[src/rtl/multiplexor_bcd.sv]
// Multiplexed 7-segment driver: a sequential double-dabble converter turns N
// into BCD, and a refresh scanner walks the digits of the committed value.
//
// state     | meaning
// ----------+------------------------------------------------------------
// REPOSO    | sample N, clear the BCD and overflow scratch registers
// CONVERTIR | one add-3 / shift-left iteration per cycle, ANCHO_N cycles
// FIJAR     | commit the scratch BCD and overflow flag to the display side
module multiplexor_bcd #(
  parameter int ANCHO_N        = 8,
  parameter int DIGITOS        = 3,
  parameter int ANCHO_DISPLAYS = 8,
  parameter int DIV_REFRESCO   = 100_000
) (
  input  logic                      Reloj,
  input  logic                      Reset,
  input  logic [ANCHO_N-1:0]        N,
  input  logic                      Suprimir_ceros,
  input  logic [DIGITOS-1:0]        Puntos,
  output logic [ANCHO_DISPLAYS-1:0] Displays,
  output logic [7:0]                Segmentos,
  output logic                      Ocupado,
  output logic                      Desborde
);

  localparam int ANCHO_BCD  = 4 * DIGITOS;
  localparam int ANCHO_ITER = (ANCHO_N > 1) ? $clog2(ANCHO_N) : 1;
  localparam int ANCHO_CNT  = $clog2(DIV_REFRESCO);
  localparam int ANCHO_SEL  = (DIGITOS > 1) ? $clog2(DIGITOS) : 1;

  typedef enum logic [1:0] {REPOSO, CONVERTIR, FIJAR} estado_t;

  estado_t                   estado, estado_sig;
  logic [ANCHO_N-1:0]        desp;
  logic [ANCHO_BCD-1:0]      bcd, bcd_aj, disp;
  logic [ANCHO_BCD:0]        bcd_desp;
  logic                      ovf;
  logic [ANCHO_ITER-1:0]     iter;
  logic [ANCHO_CNT-1:0]      cnt;
  logic [ANCHO_SEL-1:0]      sel;
  logic [DIGITOS-1:0]        cero_desde;
  logic                      acc, punto, cero, blanco;
  logic [3:0]                digito;
  logic [6:0]                seg7;
  logic [ANCHO_DISPLAYS-1:0] en;

  assign Ocupado = (estado != REPOSO);

  // State register
  always_ff @(posedge Reloj) begin
    if (Reset) estado <= REPOSO;
    else       estado <= estado_sig;
  end

  // Next-state logic; the conversion ends when the iteration down-counter hits zero
  always_comb begin
    estado_sig = estado;
    case (estado)
      REPOSO:    estado_sig = CONVERTIR;
      CONVERTIR: if (iter == '0) estado_sig = FIJAR;
      FIJAR:     estado_sig = REPOSO;
      default:   estado_sig = REPOSO;
    endcase
  end

  // Add 3 to every nibble >= 5, then append the next binary bit below the BCD
  always_comb begin
    bcd_aj = bcd;
    for (int i = 0; i < DIGITOS; i++) begin
      if (bcd[4*i +: 4] >= 4'd5) bcd_aj[4*i +: 4] = bcd[4*i +: 4] + 4'd3;
    end
    bcd_desp = {bcd_aj, desp[ANCHO_N-1]};
  end

  // Conversion datapath and committed display value
  always_ff @(posedge Reloj) begin
    if (Reset) begin
      desp     <= '0;
      bcd      <= '0;
      ovf      <= 1'b0;
      iter     <= '0;
      disp     <= '0;
      Desborde <= 1'b0;
    end else begin
      case (estado)
        REPOSO: begin
          desp <= N;
          bcd  <= '0;
          ovf  <= 1'b0;
          iter <= ANCHO_ITER'(ANCHO_N - 1);
        end
        CONVERTIR: begin
          desp <= desp << 1;
          bcd  <= bcd_desp[ANCHO_BCD-1:0];
          // A bit falling off the top nibble means the value needs more digits
          ovf  <= ovf | bcd_desp[ANCHO_BCD];
          iter <= iter - 1'b1;
        end
        FIJAR: begin
          disp     <= bcd;
          Desborde <= ovf;
        end
        default: ;
      endcase
    end
  end

  // Refresh timer and digit selector
  always_ff @(posedge Reloj) begin
    if (Reset) begin
      cnt <= '0;
      sel <= '0;
    end else if (cnt == ANCHO_CNT'(DIV_REFRESCO - 1)) begin
      cnt <= '0;
      sel <= (sel == ANCHO_SEL'(DIGITOS - 1)) ? '0 : sel + 1'b1;
    end else begin
      cnt <= cnt + 1'b1;
    end
  end

  // Pick the selected digit, its decimal point and whether everything above it is zero
  always_comb begin
    acc        = 1'b1;
    cero_desde = '0;
    digito     = 4'd0;
    punto      = 1'b0;
    cero       = 1'b0;
    en         = '1;
    for (int i = DIGITOS - 1; i >= 0; i--) begin
      acc           = acc & (disp[4*i +: 4] == 4'd0);
      cero_desde[i] = acc;
    end
    for (int i = 0; i < DIGITOS; i++) begin
      if (sel == ANCHO_SEL'(i)) begin
        digito = disp[4*i +: 4];
        punto  = Puntos[i];
        cero   = cero_desde[i];
        en[i]  = 1'b0;
      end
    end
    blanco = Suprimir_ceros && (sel != '0) && cero;
  end

  // Segment pattern; overflow dash wins over blanking, which wins over the digit
  always_comb begin
    seg7 = 7'h7F;
    if (Desborde) seg7 = 7'h3F;
    else if (blanco) seg7 = 7'h7F;
    else begin
      case (digito)
        4'd0: seg7 = 7'h40;
        4'd1: seg7 = 7'h79;
        4'd2: seg7 = 7'h24;
        4'd3: seg7 = 7'h30;
        4'd4: seg7 = 7'h19;
        4'd5: seg7 = 7'h12;
        4'd6: seg7 = 7'h02;
        4'd7: seg7 = 7'h78;
        4'd8: seg7 = 7'h00;
        4'd9: seg7 = 7'h18;
        default: seg7 = 7'h7F;
      endcase
    end
  end

  // Registered pin drivers
  always_ff @(posedge Reloj) begin
    if (Reset) begin
      Displays  <= '1;
      Segmentos <= 8'hFF;
    end else begin
      Displays  <= en;
      Segmentos <= {~punto, seg7};
    end
  end

endmodule

[config.mk]
export PLATFORM = sky130hd
export DESIGN_NAME = multiplexor_bcd
export DESIGN_NICKNAME = d
export VERILOG_FILES = /design/src/rtl/multiplexor_bcd.sv
export SDC_FILE = /design/constraint.sdc
export NUM_CORES = 1
export LEC_CHECK = 0
export BUFFER_PORTS_ARGS = -buffer_cell sky130_fd_sc_hd__buf_2
export CELL_PAD_IN_SITES_DETAIL_PLACEMENT = 1
export CELL_PAD_IN_SITES_GLOBAL_PLACEMENT = 1
export CORE_MARGIN = 10
export CORE_UTILIZATION = 45
export DETAILED_ROUTE_END_ITERATION = 10
export HOLD_SLACK_MARGIN = 0.02
export PLACE_DENSITY = 0.81
export SETUP_SLACK_MARGIN = 0.5
export SLEW_MARGIN = 20
export SYNTH_ARGS = -nofsm -noshare
export SYNTH_HDL_FRONTEND = slang
export SYNTH_SLANG_ARGS = --single-unit
[constraint.sdc]
create_clock -name Reloj -period 3.3 [get_ports Reloj]
set_clock_uncertainty 0.15 [all_clocks]
set_input_delay 0 -clock Reloj [delete_from_list [all_inputs] [get_ports Reloj]]
set_output_delay 0 -clock Reloj [all_outputs]
set_load 0.01 [all_outputs]
==> summary.md <==
| Metric | Value |
|---|---|
| Status | `complete, no violations` |
| Max Buffers Root-to-Sink | `2` |
| Fillers | `831` |
| Row Count | `30` |
| Synth cell types | `46` |
| Final setup TNS | `0 ns` |
| Postcts setup bufs | `0` |
| Seq/Total Area, Yosys | `43.2%` |
| # IOs | `32` |
| DIE AREA | `10,900 um^2` |
| Core area | `6870 um^2` |
| Setup slack, reg-to-reg | `0.91 ns` |
| Final setup fails | `0` |
| F_max | `419 MHz` |
| Drt wl/cell | `14.0 um` |
| Fin area | `3690 um^2` |
| Final setup margin | `0.913 ns` |
| Syn Inst Count | `377` |
| Pre-CTS setup slack | `0.956 ns` |
| Final period util | `72.3%` |
| Slew Limit Fails | `0` |
| # nets final | `437` |
| Hold wc startpoint | `Reset` |
| Vias in the first global route | `2,712` |
| CP peak stage delay | `0.57 ns` |
| Post-synthesis cell area | `3200 um^2` |
| Yosys reg bits | `69` |
| Clock Latency Late Sink | `0.35 ns` |
| CTS Root Buffer Type | `clkbuf_8` |
| Port buffer count | `26` |
| Critical path's slowest cell | `dfxtp_1` |
| Initial Utilization | `46.6%` |
| Total Wirelength | `7140 um` |
| RSZ-0062 raised after global routing | `no` |
| Worst Hold Depth | `2` |
| Post-synth EDFFs | `0` |
| Final Wtd Congestion | `0.780` |
| CTS tree | `done` |
| Most common cell after layout, fill and taps aside | `dfxtp_1` |
| FFs w/ async S/R, synth | `0%` |
| Static leakage | `1.46 nW` |
| Gr usage total | `13.9%` |
| Slew margin rel. | `42.2%` |
| Post-Route Utilization | `53.7%` |
| Antenna violations before repair | `0` |
| Most frequent cells in the layout | `dfxtp_1, nor2_1, nand2_1` |
| Reg-to-reg startpoint | `sel[1]` |
| CTS H-tree lvls | `3` |
| Syn avg cell area | `8.48 um^2` |
| Crit Path Max Fanout | `13` |
| Ys flop type | `dfxtp_1` |
| Worst-Margin Slew | `0.865 ns` |
| Placed inst area | `3350 um^2` |
| DRC violations left | `0` |
| Capturing point of the worst reg2reg path | `Segmentos[0]` |
| CP Capture Type | `flip-flop` |
| Max-cap violations | `0` |
| CTS clock-pin slew for the worst setup and hold paths | `0.08 ns` |
| Worst hold path type | `input pin to flip-flop` |
| P&R area growth vs syn | `15.4%` |
| CTS sink count | `69` |
| Antenna-violating nets left | `0` |
| Largest net degree at the start of global routing | `50` |
| DRT iter0 DRCs | `61` |
| Horiz. Die Dim | `104 um` |
| Synth warn | `0` |
| TritonCTS Buffers | `9` |
| Grt total ovfl | `0` |
| Cell breakdown of the critical path | `nor2b_1, o2bb2ai_1, inv_1, ha_1, mux2_2, nor2_1, o21ai_0` |
| CP Launch Type | `flip-flop` |
| First-pass GRT wire length | `12,800 um` |
| Crit path DAT | `2.45 ns` |
| Max VDD drop | `0.334 mV` |
| Die Ht | `104 um` |
| Fin. Hold Viols | `0` |
| ANT cells | `0` |
| Minimum clock period | `2.39 ns` |
| Kind of critical path | `flip-flop to flip-flop` |
| Detail Placement HPWL | `4820 um` |
| Critical path required time | `3.36 ns` |
| Worst Reg-to-Reg Cells | `7` |
| Share of layout cells above drive strength 1 | `11.6%` |
| Drt pass-1 iters | `4` |
| Pwr dens | `485 nW/um^2` |
| Worst Hold End | `sel[0]` |
| Routed vias/inst | `5.12` |
| Via count | `2,611` |
==> sequential cells by signal, indices dropped and copies added (netlist names) <==
| register | count |
|---|---|
| Desborde | 1 |
| Displays | 3 |
| Segmentos | 8 |
| bcd | 12 |
| cnt | 17 |
| desp | 8 |
| disp | 12 |
| estado | 2 |
| iter | 3 |
| ovf | 1 |
| sel | 2 |
==> repair_timing <==
action / in CTS / in global routing
hold endpoints to repair: 16 / 0
gates resized for setup: 0 / 0
hold buffers: 11 / 0
==> layout make-up <==
class	instances	area [um^2]	share of cell area, %
multi-input cells	274	1640	44.5
flip-flops and latches	69	1380	37.4
repair buffers	39	255	6.92
clock buffers	11	151	4.10
well taps	96	120	3.25
clock inverters	5	81.3	2.20
inverters	16	60.1	1.63
==> cell families (layout without fill, tap and decap cells) <==
group	after synthesis	after routing	share of synthesized area [%]
simple gates	150	150	21.2
flops	69	69	43.2
compound gates	66	66	12.6
buf+inv	38	71	5.95
xor+xnor	21	21	5.75
mux	18	18	5.67
fa+ha+maj	14	14	5.48
other cells	1	5	0.117
==> layer usage <==
layer	GRT usage (%)	share of wire, %	routed length (um)
met4	6.76	2.3	166
met5	0	0	0
met2	22.4	47	3330
met3	3.47	3.7	265
met1	16.7	47	3380
==> power breakdown <==
| group | leakage (nW) | switching (mW) | internal [mW] |
|---|---|---|---|
| clock | 0.116 | 0.331 | 0.468 |
| combinational | 0.786 | 0.0654 | 0.0509 |
| sequential | 0.563 | 0.0188 | 0.856 |
==> metrics by stage <==
stage               hold slack (ns)  power [mW]  std cells
CTS                           0.103        1.81        510
finish                       0.0963        1.79        510
global route                  0.130        1.88        510
floorplan                  -0.00841       0.972        381
detailed placement            0.101        1.00        483
global placement             0.0846       0.996        483
==> synth_stat cells (all sizes together) (4+ instances only) <==
master	number	area [um^2]
nand2b	7	43.8
clkbuf	11	41.3
nor2b	4	25.0
ha	14	175
buf	11	88.8
nor2	60	225
nand3	6	30.0
o21ai	13	65.1
xor2	7	61.3
mux2i	17	170
nor3	10	55.1
xnor2	14	123
a22oi	6	45.0
a21oi	29	145
dfxtp	69	1380
inv	16	60.1
nand2	47	176
==> worst max-delay path by stage <==
stage	startpoint	endpoint	slack [ns]	depth (start not counted)
after floorplan	sel[0]	Segmentos[0]	1.32	8
after detailed placement	sel[1]	Segmentos[0]	0.96	7
after global placement	sel[1]	Segmentos[0]	1.04	7
after global routing	sel[1]	Segmentos[0]	0.70	7
final	sel[1]	Segmentos[0]	0.91	7
after CTS	sel[0]	Segmentos[0]	0.92	7
==> worst max-delay path, delay by kind of cell (launching register included) <==
family | cells | cell delay (ns)
flip-flops | 1 | 0.57
AND/OR/NAND/NOR | 2 | 0.54
AO/OA/AOI/OAI | 2 | 0.34
multiplexers | 1 | 0.27
adder cells (fa/ha/maj) | 1 | 0.24
buffers and inverters | 1 | 0.15
No activity file was read; power rests on OpenSTA's default activity.
